===== src/rtl/uart_fifo_confreg_if.sv =====
// CPU configuration-bus bundle for the UART peripheral.
// The CPU side is the master; the peripheral is the slave.
interface uart_fifo_confreg_if;
  logic        conf_en;
  logic [3:0]  conf_wen;
  logic [31:0] conf_addr;
  logic [31:0] conf_wdata;
  logic [31:0] conf_rdata;
  logic        conf_wready;
  logic        conf_rvalid;

  modport master (
    output conf_en, conf_wen, conf_addr, conf_wdata,
    input  conf_rdata, conf_wready, conf_rvalid
  );

  modport slave (
    input  conf_en, conf_wen, conf_addr, conf_wdata,
    output conf_rdata, conf_wready, conf_rvalid
  );
endinterface


===== src/rtl/uart_fifo_confreg.sv =====
// Memory-mapped 8N1 UART with TX/RX FIFOs, programmable divisor,
// sticky error status, loopback and a level interrupt.
module uart_fifo_confreg #(
  parameter int unsigned CLK_FREQ  = 200000000,
  parameter int unsigned BAUD      = 9600,
  parameter int unsigned TX_DEPTH  = 16,
  parameter int unsigned RX_DEPTH  = 16,
  parameter logic [31:0] ADDR_CTRL = 32'h3fd003f0,
  parameter logic [31:0] ADDR_STAT = 32'h3fd003f4,
  parameter logic [31:0] ADDR_DATA = 32'h3fd003f8,
  parameter logic [31:0] ADDR_FLAG = 32'h3fd003fc
) (
  input  logic               clk,
  input  logic               rst,
  uart_fifo_confreg_if.slave bus,
  output logic               txd,
  input  logic               rxd,
  output logic               irq
);
  localparam int TAW = $clog2(TX_DEPTH);
  localparam int RAW = $clog2(RX_DEPTH);
  localparam int TCW = TAW + 1;
  localparam int RCW = RAW + 1;
  localparam logic [15:0]    DIV_RST = 16'(CLK_FREQ / BAUD);
  localparam logic [TCW-1:0] TX_FULL = TCW'(TX_DEPTH);
  localparam logic [RCW-1:0] RX_FULL = RCW'(RX_DEPTH);
  localparam logic [TAW-1:0] TX_PTR_ONE = TAW'(1);
  localparam logic [RAW-1:0] RX_PTR_ONE = RAW'(1);
  localparam logic [TCW-1:0] TX_CNT_ONE = TCW'(1);
  localparam logic [RCW-1:0] RX_CNT_ONE = RCW'(1);

  localparam logic [1:0] S_IDLE  = 2'd0;
  localparam logic [1:0] S_START = 2'd1;
  localparam logic [1:0] S_DATA  = 2'd2;
  localparam logic [1:0] S_STOP  = 2'd3;

  logic [15:0]    r_div;
  logic           r_rx_ie, r_txe_ie, r_lb;
  logic           r_rx_ovr, r_rx_fe, r_tx_drop;
  logic [31:0]    r_rdata;
  logic           r_irq;

  logic [7:0]     r_tx_mem [TX_DEPTH];
  logic [TAW-1:0] r_tx_wp, r_tx_rp;
  logic [TCW-1:0] r_tx_cnt;
  logic [7:0]     r_rx_mem [RX_DEPTH];
  logic [RAW-1:0] r_rx_wp, r_rx_rp;
  logic [RCW-1:0] r_rx_cnt;

  logic [1:0]     r_tx_state;
  logic           r_tx_line;
  logic [7:0]     r_tx_sh;
  logic [15:0]    r_tx_div, r_tx_clk;
  logic [2:0]     r_tx_bit;

  logic           r_rx_s1, r_rx_s2, r_rx_prev;
  logic [1:0]     r_rx_state;
  logic [7:0]     r_rx_sh;
  logic [15:0]    r_rx_div, r_rx_clk;
  logic [2:0]     r_rx_bit;

  logic w_wr, w_rd, w_sel_ctrl, w_sel_stat, w_sel_data, w_sel_flag;
  logic w_tx_full, w_tx_empty, w_tx_push_req, w_tx_push, w_tx_pop, w_tx_tick;
  logic w_rx_full, w_rx_empty, w_rx_push_req, w_rx_push, w_rx_pop, w_rx_tick;
  logic w_rx_frame_bad, w_rx_src, w_stat_wr;
  logic [15:0] w_div_new, w_rx_half;
  logic [7:0]  w_tx_head, w_rx_head;
  logic [31:0] w_rdata;
  logic        w_unused_bits;

  assign w_wr       = bus.conf_en & (bus.conf_wen != 4'b0000);
  assign w_rd       = bus.conf_en & (bus.conf_wen == 4'b0000);
  assign w_sel_ctrl = (bus.conf_addr == ADDR_CTRL);
  assign w_sel_stat = (bus.conf_addr == ADDR_STAT);
  assign w_sel_data = (bus.conf_addr == ADDR_DATA);
  assign w_sel_flag = (bus.conf_addr == ADDR_FLAG);
  assign w_stat_wr  = w_wr & w_sel_stat & bus.conf_wen[0];
  assign w_unused_bits = &{1'b0, bus.conf_wdata[31:19], bus.conf_wen[3]};

  assign w_tx_full     = (r_tx_cnt == TX_FULL);
  assign w_tx_empty    = (r_tx_cnt == {TCW{1'b0}});
  assign w_tx_head     = r_tx_mem[r_tx_rp];
  assign w_tx_tick     = (r_tx_clk == r_tx_div - 16'd1);
  assign w_tx_push_req = w_wr & w_sel_data & bus.conf_wen[0];
  assign w_tx_push     = w_tx_push_req & ~w_tx_full;
  assign w_tx_pop      = ~w_tx_empty &
                         ((r_tx_state == S_IDLE) | ((r_tx_state == S_STOP) & w_tx_tick));

  assign w_rx_full      = (r_rx_cnt == RX_FULL);
  assign w_rx_empty     = (r_rx_cnt == {RCW{1'b0}});
  assign w_rx_head      = r_rx_mem[r_rx_rp];
  assign w_rx_tick      = (r_rx_clk == r_rx_div - 16'd1);
  assign w_rx_half      = (r_rx_div >> 1) - 16'd1;
  assign w_rx_push_req  = (r_rx_state == S_STOP) & w_rx_tick & r_rx_s2;
  assign w_rx_frame_bad = (r_rx_state == S_STOP) & w_rx_tick & ~r_rx_s2;
  // Full is judged before any same-cycle CPU pop, so a pop never makes room.
  assign w_rx_push      = w_rx_push_req & ~w_rx_full;
  assign w_rx_pop       = w_rd & w_sel_data & ~w_rx_empty;
  assign w_rx_src       = r_lb ? r_tx_line : rxd;

  assign w_div_new = {bus.conf_wen[1] ? bus.conf_wdata[15:8] : r_div[15:8],
                      bus.conf_wen[0] ? bus.conf_wdata[7:0]  : r_div[7:0]};

  always_ff @(posedge clk) begin
    if (rst) begin
      r_div <= DIV_RST;
      r_rx_ie <= 1'b0;
      r_txe_ie <= 1'b0;
      r_lb <= 1'b0;
      r_rx_ovr <= 1'b0;
      r_rx_fe <= 1'b0;
      r_tx_drop <= 1'b0;
    end else begin
      if (w_wr && w_sel_ctrl) begin
        if (w_div_new >= 16'd4) r_div <= w_div_new;
        if (bus.conf_wen[2]) begin
          r_rx_ie  <= bus.conf_wdata[16];
          r_txe_ie <= bus.conf_wdata[17];
          r_lb     <= bus.conf_wdata[18];
        end
      end
      // A new error event wins over a same-cycle clear.
      r_rx_ovr  <= (w_rx_push_req & w_rx_full) | (r_rx_ovr & ~(w_stat_wr & bus.conf_wdata[0]));
      r_rx_fe   <= w_rx_frame_bad | (r_rx_fe & ~(w_stat_wr & bus.conf_wdata[1]));
      r_tx_drop <= (w_tx_push_req & w_tx_full) | (r_tx_drop & ~(w_stat_wr & bus.conf_wdata[2]));
    end
  end

  always_ff @(posedge clk) begin
    if (w_tx_push) r_tx_mem[r_tx_wp] <= bus.conf_wdata[7:0];
    if (w_rx_push) r_rx_mem[r_rx_wp] <= r_rx_sh;
  end

  always_ff @(posedge clk) begin
    if (rst) begin
      r_tx_wp <= {TAW{1'b0}};
      r_tx_rp <= {TAW{1'b0}};
      r_tx_cnt <= {TCW{1'b0}};
      r_rx_wp <= {RAW{1'b0}};
      r_rx_rp <= {RAW{1'b0}};
      r_rx_cnt <= {RCW{1'b0}};
    end else begin
      if (w_tx_push) r_tx_wp <= r_tx_wp + TX_PTR_ONE;
      if (w_tx_pop)  r_tx_rp <= r_tx_rp + TX_PTR_ONE;
      case ({w_tx_push, w_tx_pop})
        2'b10:   r_tx_cnt <= r_tx_cnt + TX_CNT_ONE;
        2'b01:   r_tx_cnt <= r_tx_cnt - TX_CNT_ONE;
        default: r_tx_cnt <= r_tx_cnt;
      endcase
      if (w_rx_push) r_rx_wp <= r_rx_wp + RX_PTR_ONE;
      if (w_rx_pop)  r_rx_rp <= r_rx_rp + RX_PTR_ONE;
      case ({w_rx_push, w_rx_pop})
        2'b10:   r_rx_cnt <= r_rx_cnt + RX_CNT_ONE;
        2'b01:   r_rx_cnt <= r_rx_cnt - RX_CNT_ONE;
        default: r_rx_cnt <= r_rx_cnt;
      endcase
    end
  end

  always_ff @(posedge clk) begin
    if (rst) begin
      r_tx_state <= S_IDLE;
      r_tx_line <= 1'b1;
      r_tx_sh <= 8'h00;
      r_tx_div <= DIV_RST;
      r_tx_clk <= 16'd0;
      r_tx_bit <= 3'd0;
    end else begin
      case (r_tx_state)
        S_IDLE: begin
          r_tx_line <= ~w_tx_pop;
          if (w_tx_pop) begin
            r_tx_state <= S_START;
            r_tx_sh <= w_tx_head;
            r_tx_div <= r_div;
            r_tx_clk <= 16'd0;
          end
        end
        S_START: begin
          if (w_tx_tick) begin
            r_tx_state <= S_DATA;
            r_tx_line <= r_tx_sh[0];
            r_tx_bit <= 3'd0;
            r_tx_clk <= 16'd0;
          end else r_tx_clk <= r_tx_clk + 16'd1;
        end
        S_DATA: begin
          if (w_tx_tick) begin
            r_tx_clk <= 16'd0;
            if (r_tx_bit == 3'd7) begin
              r_tx_state <= S_STOP;
              r_tx_line <= 1'b1;
            end else begin
              r_tx_bit <= r_tx_bit + 3'd1;
              r_tx_sh <= {1'b0, r_tx_sh[7:1]};
              r_tx_line <= r_tx_sh[1];
            end
          end else r_tx_clk <= r_tx_clk + 16'd1;
        end
        S_STOP: begin
          if (w_tx_tick) begin
            r_tx_clk <= 16'd0;
            if (w_tx_pop) begin
              // Back-to-back frames: no idle bit between stop and next start.
              r_tx_state <= S_START;
              r_tx_line <= 1'b0;
              r_tx_sh <= w_tx_head;
              r_tx_div <= r_div;
            end else begin
              r_tx_state <= S_IDLE;
              r_tx_line <= 1'b1;
            end
          end else r_tx_clk <= r_tx_clk + 16'd1;
        end
        default: begin
          r_tx_state <= S_IDLE;
          r_tx_line <= 1'b1;
        end
      endcase
    end
  end

  always_ff @(posedge clk) begin
    if (rst) begin
      r_rx_s1 <= 1'b1;
      r_rx_s2 <= 1'b1;
      r_rx_prev <= 1'b1;
    end else begin
      r_rx_s1 <= w_rx_src;
      r_rx_s2 <= r_rx_s1;
      r_rx_prev <= r_rx_s2;
    end
  end

  always_ff @(posedge clk) begin
    if (rst) begin
      r_rx_state <= S_IDLE;
      r_rx_div <= DIV_RST;
      r_rx_clk <= 16'd0;
      r_rx_bit <= 3'd0;
      r_rx_sh <= 8'h00;
    end else begin
      case (r_rx_state)
        S_IDLE: begin
          if (r_rx_prev & ~r_rx_s2) begin
            r_rx_state <= S_START;
            r_rx_div <= r_div;
            r_rx_clk <= 16'd0;
          end
        end
        S_START: begin
          if (r_rx_clk == w_rx_half) begin
            r_rx_clk <= 16'd0;
            r_rx_bit <= 3'd0;
            r_rx_state <= r_rx_s2 ? S_IDLE : S_DATA;
          end else r_rx_clk <= r_rx_clk + 16'd1;
        end
        S_DATA: begin
          if (w_rx_tick) begin
            r_rx_clk <= 16'd0;
            r_rx_sh <= {r_rx_s2, r_rx_sh[7:1]};
            if (r_rx_bit == 3'd7) r_rx_state <= S_STOP;
            else r_rx_bit <= r_rx_bit + 3'd1;
          end else r_rx_clk <= r_rx_clk + 16'd1;
        end
        S_STOP: begin
          if (w_rx_tick) begin
            r_rx_clk <= 16'd0;
            r_rx_state <= S_IDLE;
          end else r_rx_clk <= r_rx_clk + 16'd1;
        end
        default: r_rx_state <= S_IDLE;
      endcase
    end
  end

  always_comb begin
    w_rdata = 32'h0000_0000;
    if (w_sel_ctrl)      w_rdata = {13'h0000, r_lb, r_txe_ie, r_rx_ie, r_div};
    else if (w_sel_stat) w_rdata = {8'h00, 8'(r_tx_cnt), 8'(r_rx_cnt), 5'h00,
                                    r_tx_drop, r_rx_fe, r_rx_ovr};
    else if (w_sel_data) w_rdata = w_rx_empty ? 32'h0000_0000 : {24'h00_0000, w_rx_head};
    else if (w_sel_flag) w_rdata = {30'h0000_0000, ~w_rx_empty, ~w_tx_full};
    else                 w_rdata = 32'h0000_0000;
  end

  always_ff @(posedge clk) begin
    if (rst) begin
      r_rdata <= 32'h0000_0000;
      r_irq <= 1'b0;
    end else begin
      if (w_rd) r_rdata <= w_rdata;
      r_irq <= (r_rx_ie & (~w_rx_empty | r_rx_ovr | r_rx_fe)) |
               (r_txe_ie & w_tx_empty & (r_tx_state == S_IDLE));
    end
  end

  assign bus.conf_rdata  = r_rdata;
  assign bus.conf_wready = 1'b1;
  assign bus.conf_rvalid = 1'b1;
  assign txd = r_tx_line | r_lb;
  assign irq = r_irq;
endmodule


===== src/flat_wrapper.sv =====
// flat-port wrapper written by rule: the top's interface ports become plain ports
module uart_fifo_confreg_flat 
#(
  parameter int unsigned CLK_FREQ  = 200000000,
  parameter int unsigned BAUD      = 9600,
  parameter int unsigned TX_DEPTH  = 16,
  parameter int unsigned RX_DEPTH  = 16,
  parameter logic [31:0] ADDR_CTRL = 32'h3fd003f0,
  parameter logic [31:0] ADDR_STAT = 32'h3fd003f4,
  parameter logic [31:0] ADDR_DATA = 32'h3fd003f8,
  parameter logic [31:0] ADDR_FLAG = 32'h3fd003fc
)
  (clk, rst, txd, rxd, irq, bus_conf_en, bus_conf_wen, bus_conf_addr, bus_conf_wdata, bus_conf_rdata, bus_conf_wready, bus_conf_rvalid);
  uart_fifo_confreg_if bus_i ();
  input  logic clk;
  input  logic rst;
  output logic txd;
  input  logic rxd;
  output logic irq;
  input wire logic [$bits(bus_i.conf_en)-1:0] bus_conf_en;
  input wire logic [$bits(bus_i.conf_wen)-1:0] bus_conf_wen;
  input wire logic [$bits(bus_i.conf_addr)-1:0] bus_conf_addr;
  input wire logic [$bits(bus_i.conf_wdata)-1:0] bus_conf_wdata;
  output wire logic [$bits(bus_i.conf_rdata)-1:0] bus_conf_rdata;
  output wire logic [$bits(bus_i.conf_wready)-1:0] bus_conf_wready;
  output wire logic [$bits(bus_i.conf_rvalid)-1:0] bus_conf_rvalid;
  assign bus_i.conf_en = bus_conf_en;
  assign bus_i.conf_wen = bus_conf_wen;
  assign bus_i.conf_addr = bus_conf_addr;
  assign bus_i.conf_wdata = bus_conf_wdata;
  assign bus_conf_rdata = bus_i.conf_rdata;
  assign bus_conf_wready = bus_i.conf_wready;
  assign bus_conf_rvalid = bus_i.conf_rvalid;
  uart_fifo_confreg #(.CLK_FREQ(CLK_FREQ), .BAUD(BAUD), .TX_DEPTH(TX_DEPTH), .RX_DEPTH(RX_DEPTH), .ADDR_CTRL(ADDR_CTRL), .ADDR_STAT(ADDR_STAT), .ADDR_DATA(ADDR_DATA), .ADDR_FLAG(ADDR_FLAG)) u_core (.clk(clk), .rst(rst), .bus(bus_i), .txd(txd), .rxd(rxd), .irq(irq));
endmodule

===== config.mk =====
export PLATFORM = sky130hd
export DESIGN_NAME = uart_fifo_confreg_flat
export DESIGN_NICKNAME = d
export VERILOG_FILES = /design/src/rtl/uart_fifo_confreg_if.sv /design/src/rtl/uart_fifo_confreg.sv /design/src/flat_wrapper.sv
export SDC_FILE = /design/constraint.sdc
export NUM_CORES = 1
export LEC_CHECK = 0
export BUFFER_PORTS_ARGS = -buffer_cell sky130_fd_sc_hd__buf_2
export CAP_MARGIN = 10
export CORE_MARGIN = 10
export CORE_UTILIZATION = 39
export CTS_CLUSTER_DIAMETER = 80
export CTS_CLUSTER_SIZE = 25
export DETAILED_ROUTE_END_ITERATION = 16
export GPL_TIMING_DRIVEN = 1
export MAX_ROUTING_LAYER = met4
export SLEW_MARGIN = 20
export SYNTH_ARGS = -nofsm -noshare
export SYNTH_HDL_FRONTEND = slang
export SYNTH_SLANG_ARGS = --single-unit

===== constraint.sdc =====
create_clock -name clk -period 6.15 [get_ports clk]
set_input_delay 0.9225 -clock clk [delete_from_list [all_inputs] [get_ports clk]]
set_output_delay 0.9225 -clock clk [all_outputs]
set_load 0.03 [all_outputs]

* Yosys cells after proc, flatten, opt, wreduce, memory -nomap -nowiden
Memories as Yosys holds them, arrays and structs flattened. A register that Yosys moved wholly into a read port is not among the register bits.
Cells that the tools add are included.
** Word-level totals
- Register bits after elaboration :: 175
- Memory bits (writable) :: 256
- Bits of input ports :: 72
- Output and inout bits :: 36
- Word-level logic and storage cells :: 211
- Memories kept :: 2
** Memories
- u_core.r_rx_mem :: words 16, width 8, rd ports 1, clocked after Yosys merged registers in 1, write ports 1, RTL line uart_fifo_confreg.sv:46 : logic [7:0] r_rx_mem [RX_DEPTH];
- u_core.r_tx_mem :: words 16, width 8, rd ports 1, clocked after Yosys merged registers in 1, write ports 1, RTL line uart_fifo_confreg.sv:43 : logic [7:0] r_tx_mem [TX_DEPTH];
** Cells by class
- $add $sub $neg :: 15
- $lt $le $gt $ge :: 1
- Equal/unequal tests :: 33
- Multiplexer cells :: 61
- Bitwise gates (word level) :: 44
- Reductions and logical operators :: 26
** Operators with widths (count)
- equality test 32 x 30 -> 1 bit, second input constant :: 4
- 2-to-1 mux 16 bit :: 7
- 2-to-1 mux 32 bit :: 3
- one-hot mux 16 bit (2 select lines) :: 2
- 2-to-1 mux 8 bit :: 7
- equality test 16 bit :: 3
- one-hot mux 16 bit (3 select lines) :: 1
- adder 16 x 1 -> 16 bit, second input constant :: 2
- subtractor 16 x 1 -> 16 bit, second input constant :: 2
- bitwise AND 1 bit :: 27
- 2-to-1 mux 2 bit :: 12
- one-hot mux 8 bit (3 select lines) :: 1
- inequality test 2 x 1 -> 1 bit, second input constant :: 10
- one-hot mux 5 bit (2 select lines) :: 2
- 2-to-1 mux 3 bit :: 6
- adder 4 x 1 -> 4 bit, second input constant :: 4
- greater-or-equal comparator 16 x 3 -> 1 bit, second input constant :: 1
- 2-to-1 mux 4 bit :: 4
- one-hot mux 2 bit (4 select lines) :: 2
- subtractor 15 x 1 -> 16 bit, second input constant :: 1
- equality test 2 bit, second input constant :: 6
- one-hot mux 3 bit (2 select lines) :: 2
- AND reduction 4 bit :: 3
- 2-to-1 mux 1 bit :: 11
- 22 further kinds :: 57

* Longest topological paths before layout
- Depth in word-level cells :: 8
- Mapped depth :: 23

* Worst setup path before layout
Ideal clock, no wire load.
- Path kind :: input port to flip-flop
- Start :: input bus_conf_addr[19]
- End :: register u_core.r_rx_cnt[4]
- Arrival time :: 4.428 ns
- Data required time :: 6.080 ns
- Slack :: 1.652 ns
- Cell stages on the path :: 16
- Buffers on the path :: 2
- Cell sequence :: or4b_2 -> nor4_1 -> nand4_1 -> nor2_1 -> and3_1 -> clkbuf_1 -> ha_1 -> clkbuf_1 -> xor2_1 -> ha_1 -> o21ai_0 -> a21oi_1 -> a21oi_1 -> xor2_1 -> or3_1 -> a21oi_1
** On the way
- Word-level cells in the longest chain between the ends :: 5
- Elaborated cells between the ends (all ways) :: 7
- Classes of those cells :: eq/ne: 3; mux: 1; bitwise: 2; reduce/logical: 1
** RTL lines
- from (decl) :: RTL line flat_wrapper.sv:22 : input wire logic [$bits(bus_i.conf_addr)-1:0] bus_conf_addr;
- equality test 32 x 30 -> 1 bit (*) :: RTL line uart_fifo_confreg.sv:75 : assign w_sel_data = (bus.conf_addr == ADDR_DATA);
- bitwise AND 1 bit (*) (2 in series) :: RTL line uart_fifo_confreg.sv:98 : assign w_rx_pop = w_rd & w_sel_data & ~w_rx_empty;
- net u_core.w_rx_pop :: RTL line uart_fifo_confreg.sv:64 : logic w_rx_full, w_rx_empty, w_rx_push_req, w_rx_push, w_rx_pop, w_rx_tick;
- equality test 2 x 1 -> 1 bit / equality test 2 bit (equally long branches) :: RTL line uart_fifo_confreg.sv:152 : case ({w_rx_push, w_rx_pop})
- one-hot mux 5 bit (2 select lines) / nonzero test 2 bit (equally long branches)
- to (signal assigned) :: RTL line uart_fifo_confreg.sv:153 : 2'b10: r_rx_cnt <= r_rx_cnt + RX_CNT_ONE;
- to (signal assigned) :: RTL line uart_fifo_confreg.sv:154 : 2'b01: r_rx_cnt <= r_rx_cnt - RX_CNT_ONE;
- to (signal assigned) :: RTL line uart_fifo_confreg.sv:155 : default: r_rx_cnt <= r_rx_cnt;
- to (decl) :: RTL line uart_fifo_confreg.sv:48 : logic [RCW-1:0] r_rx_cnt;
Mark *: on every way through the listed nets, which the timed path passes. The rest lies on a longest branch.
A chain may end at the register's enable or synchronous reset.

* Final worst setup path
- Start :: register u_core.r_rx_div[3]
- End :: register u_core.r_rx_cnt[4]
** On the way
- Word-level cells in the longest chain between the ends :: 7
- Elaborated cells between the ends (all ways) :: 9
- Classes of those cells :: add/sub: 1; eq/ne: 3; mux: 1; bitwise: 3; reduce/logical: 1
** RTL lines
- from (decl) :: RTL line uart_fifo_confreg.sv:59 : logic [15:0] r_rx_div, r_rx_clk;
- from (signal assigned) :: RTL line uart_fifo_confreg.sv:247 : r_rx_div <= r_div;
- subtractor 16 x 1 -> 16 bit (*) :: RTL line uart_fifo_confreg.sv:92 : assign w_rx_tick = (r_rx_clk == r_rx_div - 16'd1);
- equality test 16 bit (*) :: RTL line uart_fifo_confreg.sv:92
- bitwise AND 1 bit (*) (2 in series) :: RTL line uart_fifo_confreg.sv:94 : assign w_rx_push_req = (r_rx_state == S_STOP) & w_rx_tick & r_rx_s2;
- bitwise AND 1 bit (*) :: RTL line uart_fifo_confreg.sv:97 : assign w_rx_push = w_rx_push_req & ~w_rx_full;
- equality test 2 x 1 -> 1 bit / equality test 2 bit (equally long branches) :: RTL line uart_fifo_confreg.sv:152
- one-hot mux 5 bit (2 select lines) / nonzero test 2 bit (equally long branches)
Every way passes the cells marked *; elsewhere a longest branch is shown, timed or not.

==> metrics.md <==
| Metric | Value |
|---|---|
| Largest net degree at the start of global routing | `97` |
| Fin Hold WS | `0.419 ns` |
| Crit path DAT | `5.66 ns` |
| F_max | `194 MHz` |
| Vias per cell | `5.51` |
| H-tree Lvls | `1` |
| Post-synthesis sequential area ratio | `57.0%` |
| Gr usage total | `15.4%` |
| CP max-delay cell | `and3_1` |
| Register share of total power | `51.3%` |
| Area growth syn-to-layout | `8.81%` |
| Worst-Skew Late Latency | `0.57 ns` |
| Crit Path Category | `reg -> reg` |
| Port Buffers | `81` |
| RSZ-0062 raised after global routing | `false` |
| R2R Setup Slk | `0.99 ns` |
| Int Pwr | `4.36 mW` |
| Core area | `49300 µm²` |
| Via count | `12500` |
| PwrDens | `286 nW/µm²` |
| Fin Setup TNS | `0 ns` |
| Gate power share | `18.3%` |
| Worst setup SP type | `flip-flop` |
| Number of max-cap violations | `0` |
| Post-synth EDFFs | `256` |
| CP cell instances | `or3_1 > nor4_2 > nand3_1 > xnor2_1 > nand4b_1 > a2111oi_4 > and3_1 > inv_1 > ha_1 > xor2_1 > ha_1 > o21ai_0 > a21oi_1 > a21oi_1 > xor2_1 > or3_1 > a21oi_1` |
| Finish-stage setup viols | `0` |
| Yosys warning count | `0` |
| Initial Util | `39.7%` |
| Main synth FF type | `edfxtp_1` |
| Critical path fanouts, max | `14` |
| DRC Markers | `0` |
| Switching Share | `28.5%` |
| Min Clock Period, post-route | `5.16 ns` |
| Placement Setup Slack | `0.873 ns` |
| Nets | `1697` |
| Final ANT Viol Nets | `0` |
| Slew Viols, Final | `0` |
| Critical Path Most Common Cell | `a21oi_1` |
| P_leak | `7.24 nW` |
| Rel. slew slack | `29.7%` |
| CP Data Required Time | `6.66 ns` |
| Async S/R FF share, synth | `0%` |
| Outcome | `completed` |
| CTS tree | `done` |
| R2R depth | `17` |
| Period utilization | `83.8%` |
| Post-cts repair resize count | `0` |
| Hold endpoint | `u_core.r_rx_s2` |
| CP endpoint kind | `flip-flop` |
| Hold_sp | `u_core.r_rx_s1` |
| P_sw | `1.73 mW` |
| Skew final | `0.0207 ns` |
| # placed instances | `2231` |
| Die ar. | `59400 µm²` |
| Synthesized area | `19500 µm²` |
| CTS Sinks | `428` |
| Number of primary I/O pins | `108` |
| Slew @ Worst Pin | `1.05 ns` |
| Max layer used | `met4` |
| Max incr delay on CP | `0.60 ns` |
| Pre-antenna DRT Iters | `10` |
| First-pass GRT wire length | `70700 µm` |
| Clock tree root driver cell | `clkbuf_16` |
| Hold WC Path Type | `reg -> reg` |
| Hold-fix buffers, CTS | `0` |
| Peak supply drop | `0.000179 V` |
| GPL Wtd Cong | `0.875` |
| Initial antenna violation count | `0` |
| Final wirelength | `45800 µm` |
| Worst-path clk slew | `0.10 ns` |
| Die Y | `244 µm` |
| Post-CTS Setup Inserts | `0` |
| Number of CTS-inserted buffers | `25` |
| Final hold viol count | `0` |
| Total gr overflow | `0` |
| Share of cells above drive strength 1 | `16.7%` |
| R2r startpoint | `u_core.r_rx_div[3]` |
| Synth Instances | `1579` |
| Post-route setup slack | `0.994 ns` |
| Initial DRC count | `1040` |
| Post-Route M1 WL | `20800 µm` |
| Critical R2R Capture | `u_core.r_rx_cnt[4]` |
| DR WL met2 | `21500 µm` |
| Post-route non-filler standard cell count | `2276` |
| Mean area per synthesized cell | `12.4 µm²` |
| Longest Clk Path Bufs | `3` |
| Avg WL per Cell | `20.1 µm` |
| Post-detail-place hpwl | `31500 µm` |
| Diode count | `0` |
| Met3 WL post-DR | `2570 µm` |
| Number of global-route vias before repair | `12100` |
| Clock Power Share | `30.3%` |
| Die width | `244 µm` |
| WHS Path Cells | `1` |
| Netlist cell types | `83` |
| Rows | `81` |
| #FFs+latches synth | `428` |
## stage by stage
step / total power [mW] / cell area, µm² / util [%]
3_3_place_gp: 4.29 / 20400 / 41.5
3_5_place_dp: 4.31 / 20400 / 41.5
4_1_cts: 6.15 / 21200 / 43.1
2_1_floorplan: 4.08 / 19600 / -
6_report: 6.09 / 21300 / 43.2
5_1_grt: 6.37 / 21300 / 43.2
## area by class of cell
type                       instances  area (µm²)
timing repair buffer              95         513
clock inverter                    10         140
sequential                       428       11100
fill                            4533       28000
clock buffer                      35         684
tap                              664         831
multi-input combinational       1017        7850
inverter                          27         101
## logic make-up (layout without fill, tap and decap cells)
logic type / Yosys count / count (layout) / synth area share (%)
AOI/OAI and AO/OA: 228 / 228 / 7.78
xor gates and xnor gates: 79 / 79 / 3.54
adders and majority gates: 31 / 31 / 1.99
buffers and inverters: 145 / 167 / 3.23
DFF: 428 / 428 / 57.0
muxes: 155 / 155 / 13.2
other: 2 / 13 / 0.0384
and+or+nand+nor: 511 / 511 / 13.3
## cells in the final DEF (no fill, tap or decap), types with 9 or more instances in the layout
cell	count
edfxtp_1	256
a31oi_1	12
clkbuf_16	26
nand4_1	27
xnor2_1	40
mux4_2	80
mux2i_1	62
nand2_1	114
dfxtp_1	169
and2_1	9
inv_1	27
buf_2	80
nor3_1	31
conb_1	13
and3_1	31
clkbuf_1	9
xor2_1	39
nand2b_1	15
nor2b_1	12
ha_1	31
o21ai_0	40
nor2_1	147
buf_4	15
a211oi_1	11
a21oi_1	88
mux2_2	13
nand3_1	40
nor4_1	17
## worst max-delay path by stage
stage                                     to          startpoint
after floorplan           u_core.r_rx_cnt[4]   bus_conf_addr[19]
after global placement    u_core.r_rx_cnt[4]   bus_conf_addr[19]
after detailed placement  u_core.r_rx_cnt[4]   bus_conf_addr[19]
after CTS                 u_core.r_rx_cnt[4]  u_core.r_rx_div[3]
after global routing      u_core.r_rx_cnt[4]  u_core.r_rx_div[3]
final                     u_core.r_rx_cnt[4]  u_core.r_rx_div[3]
## registers in the layout, indices dropped and copies added (netlist names), 5 cells and up, named ones only
| name | count |
|---|---|
| u_core.r_tx_sh | 8 |
| u_core.r_rx_div | 16 |
| u_core.bus.conf_rdata | 21 |
| u_core.r_rx_sh | 8 |
| u_core.r_rx_cnt | 5 |
| u_core.r_tx_div | 16 |
| u_core.r_tx_cnt | 5 |
| u_core.r_tx_mem | 128 |
| u_core.r_rx_mem | 128 |
| u_core.r_tx_clk | 16 |
| u_core.r_rx_clk | 16 |
| u_core.r_div | 16 |
## worst max-delay path: cells and delay by family, from the launching register on
kind | cells | cell delay [ns]
xor gates and xnor gates | 3 | 0.61
AOI/OAI and AO/OA | 5 | 1.01
adders and majority gates | 2 | 0.54
buffers and inverters | 1 | 0.15
DFF | 1 | 0.44
and+or+nand+nor | 6 | 2.32
## synth_stat cells, types with 4 or more instances
| cell type | number | share of area, % |
|---|---|---|
| a211o_1 | 6 | 0.27 |
| nor4_2 | 5 | 0.32 |
| ha_1 | 31 | 2.0 |
| xor2_1 | 39 | 1.7 |
| buf_1 | 13 | 0.25 |
| buf_2 | 10 | 0.26 |
| o21ai_0 | 40 | 1.0 |
| mux2_2 | 13 | 0.75 |
| buf_4 | 15 | 0.58 |
| or2_2 | 8 | 0.26 |
| and2_1 | 9 | 0.29 |
| edfxtp_1 | 256 | 39 |
| nor4_1 | 19 | 0.61 |
| a22oi_1 | 6 | 0.23 |
| nand3_1 | 40 | 1.0 |
| nor2b_1 | 12 | 0.38 |
| nand2b_1 | 15 | 0.48 |
| nand4b_1 | 7 | 0.31 |
| dfxtp_1 | 172 | 18 |
| xnor2_1 | 40 | 1.8 |
| nand3b_1 | 4 | 0.15 |
| a311oi_1 | 6 | 0.27 |
| o31ai_1 | 5 | 0.19 |
| clkbuf_1 | 78 | 1.5 |
| nand2_1 | 114 | 2.2 |
| a21oi_1 | 88 | 2.3 |
| nor3_1 | 35 | 0.90 |
| nor2_1 | 147 | 2.8 |
| a32oi_1 | 7 | 0.31 |
| nor3b_1 | 8 | 0.31 |
| mux4_2 | 80 | 9.2 |
| mux2i_1 | 62 | 3.2 |
| nand4_1 | 27 | 0.86 |
| a211oi_1 | 11 | 0.42 |
| or3_1 | 8 | 0.26 |
| nor4b_1 | 5 | 0.22 |
| a31oi_1 | 12 | 0.38 |
| inv_1 | 27 | 0.52 |
| and3_1 | 31 | 0.99 |
## power by group through the flow
stage / Combinational (mW) / Sequential [mW] / Clock [mW]
2_1_floorplan: 0.909 / 3.17 / 0
3_3_place_gp: 1.10 / 3.19 / 0
3_5_place_dp: 1.12 / 3.19 / 0
4_1_cts: 1.12 / 3.13 / 1.91
5_1_grt: 1.22 / 3.13 / 2.01
6_report: 1.11 / 3.13 / 1.85
## metal layers
metal | global-route usage [%] | vias up
met5 | - | -
met4 | 3.63 | 0
met3 | 2.59 | 63
met2 | 24.0 | 336
met1 | 20.6 | 6245
li1 | - | 5901
(Power assumes the default switching activity.)
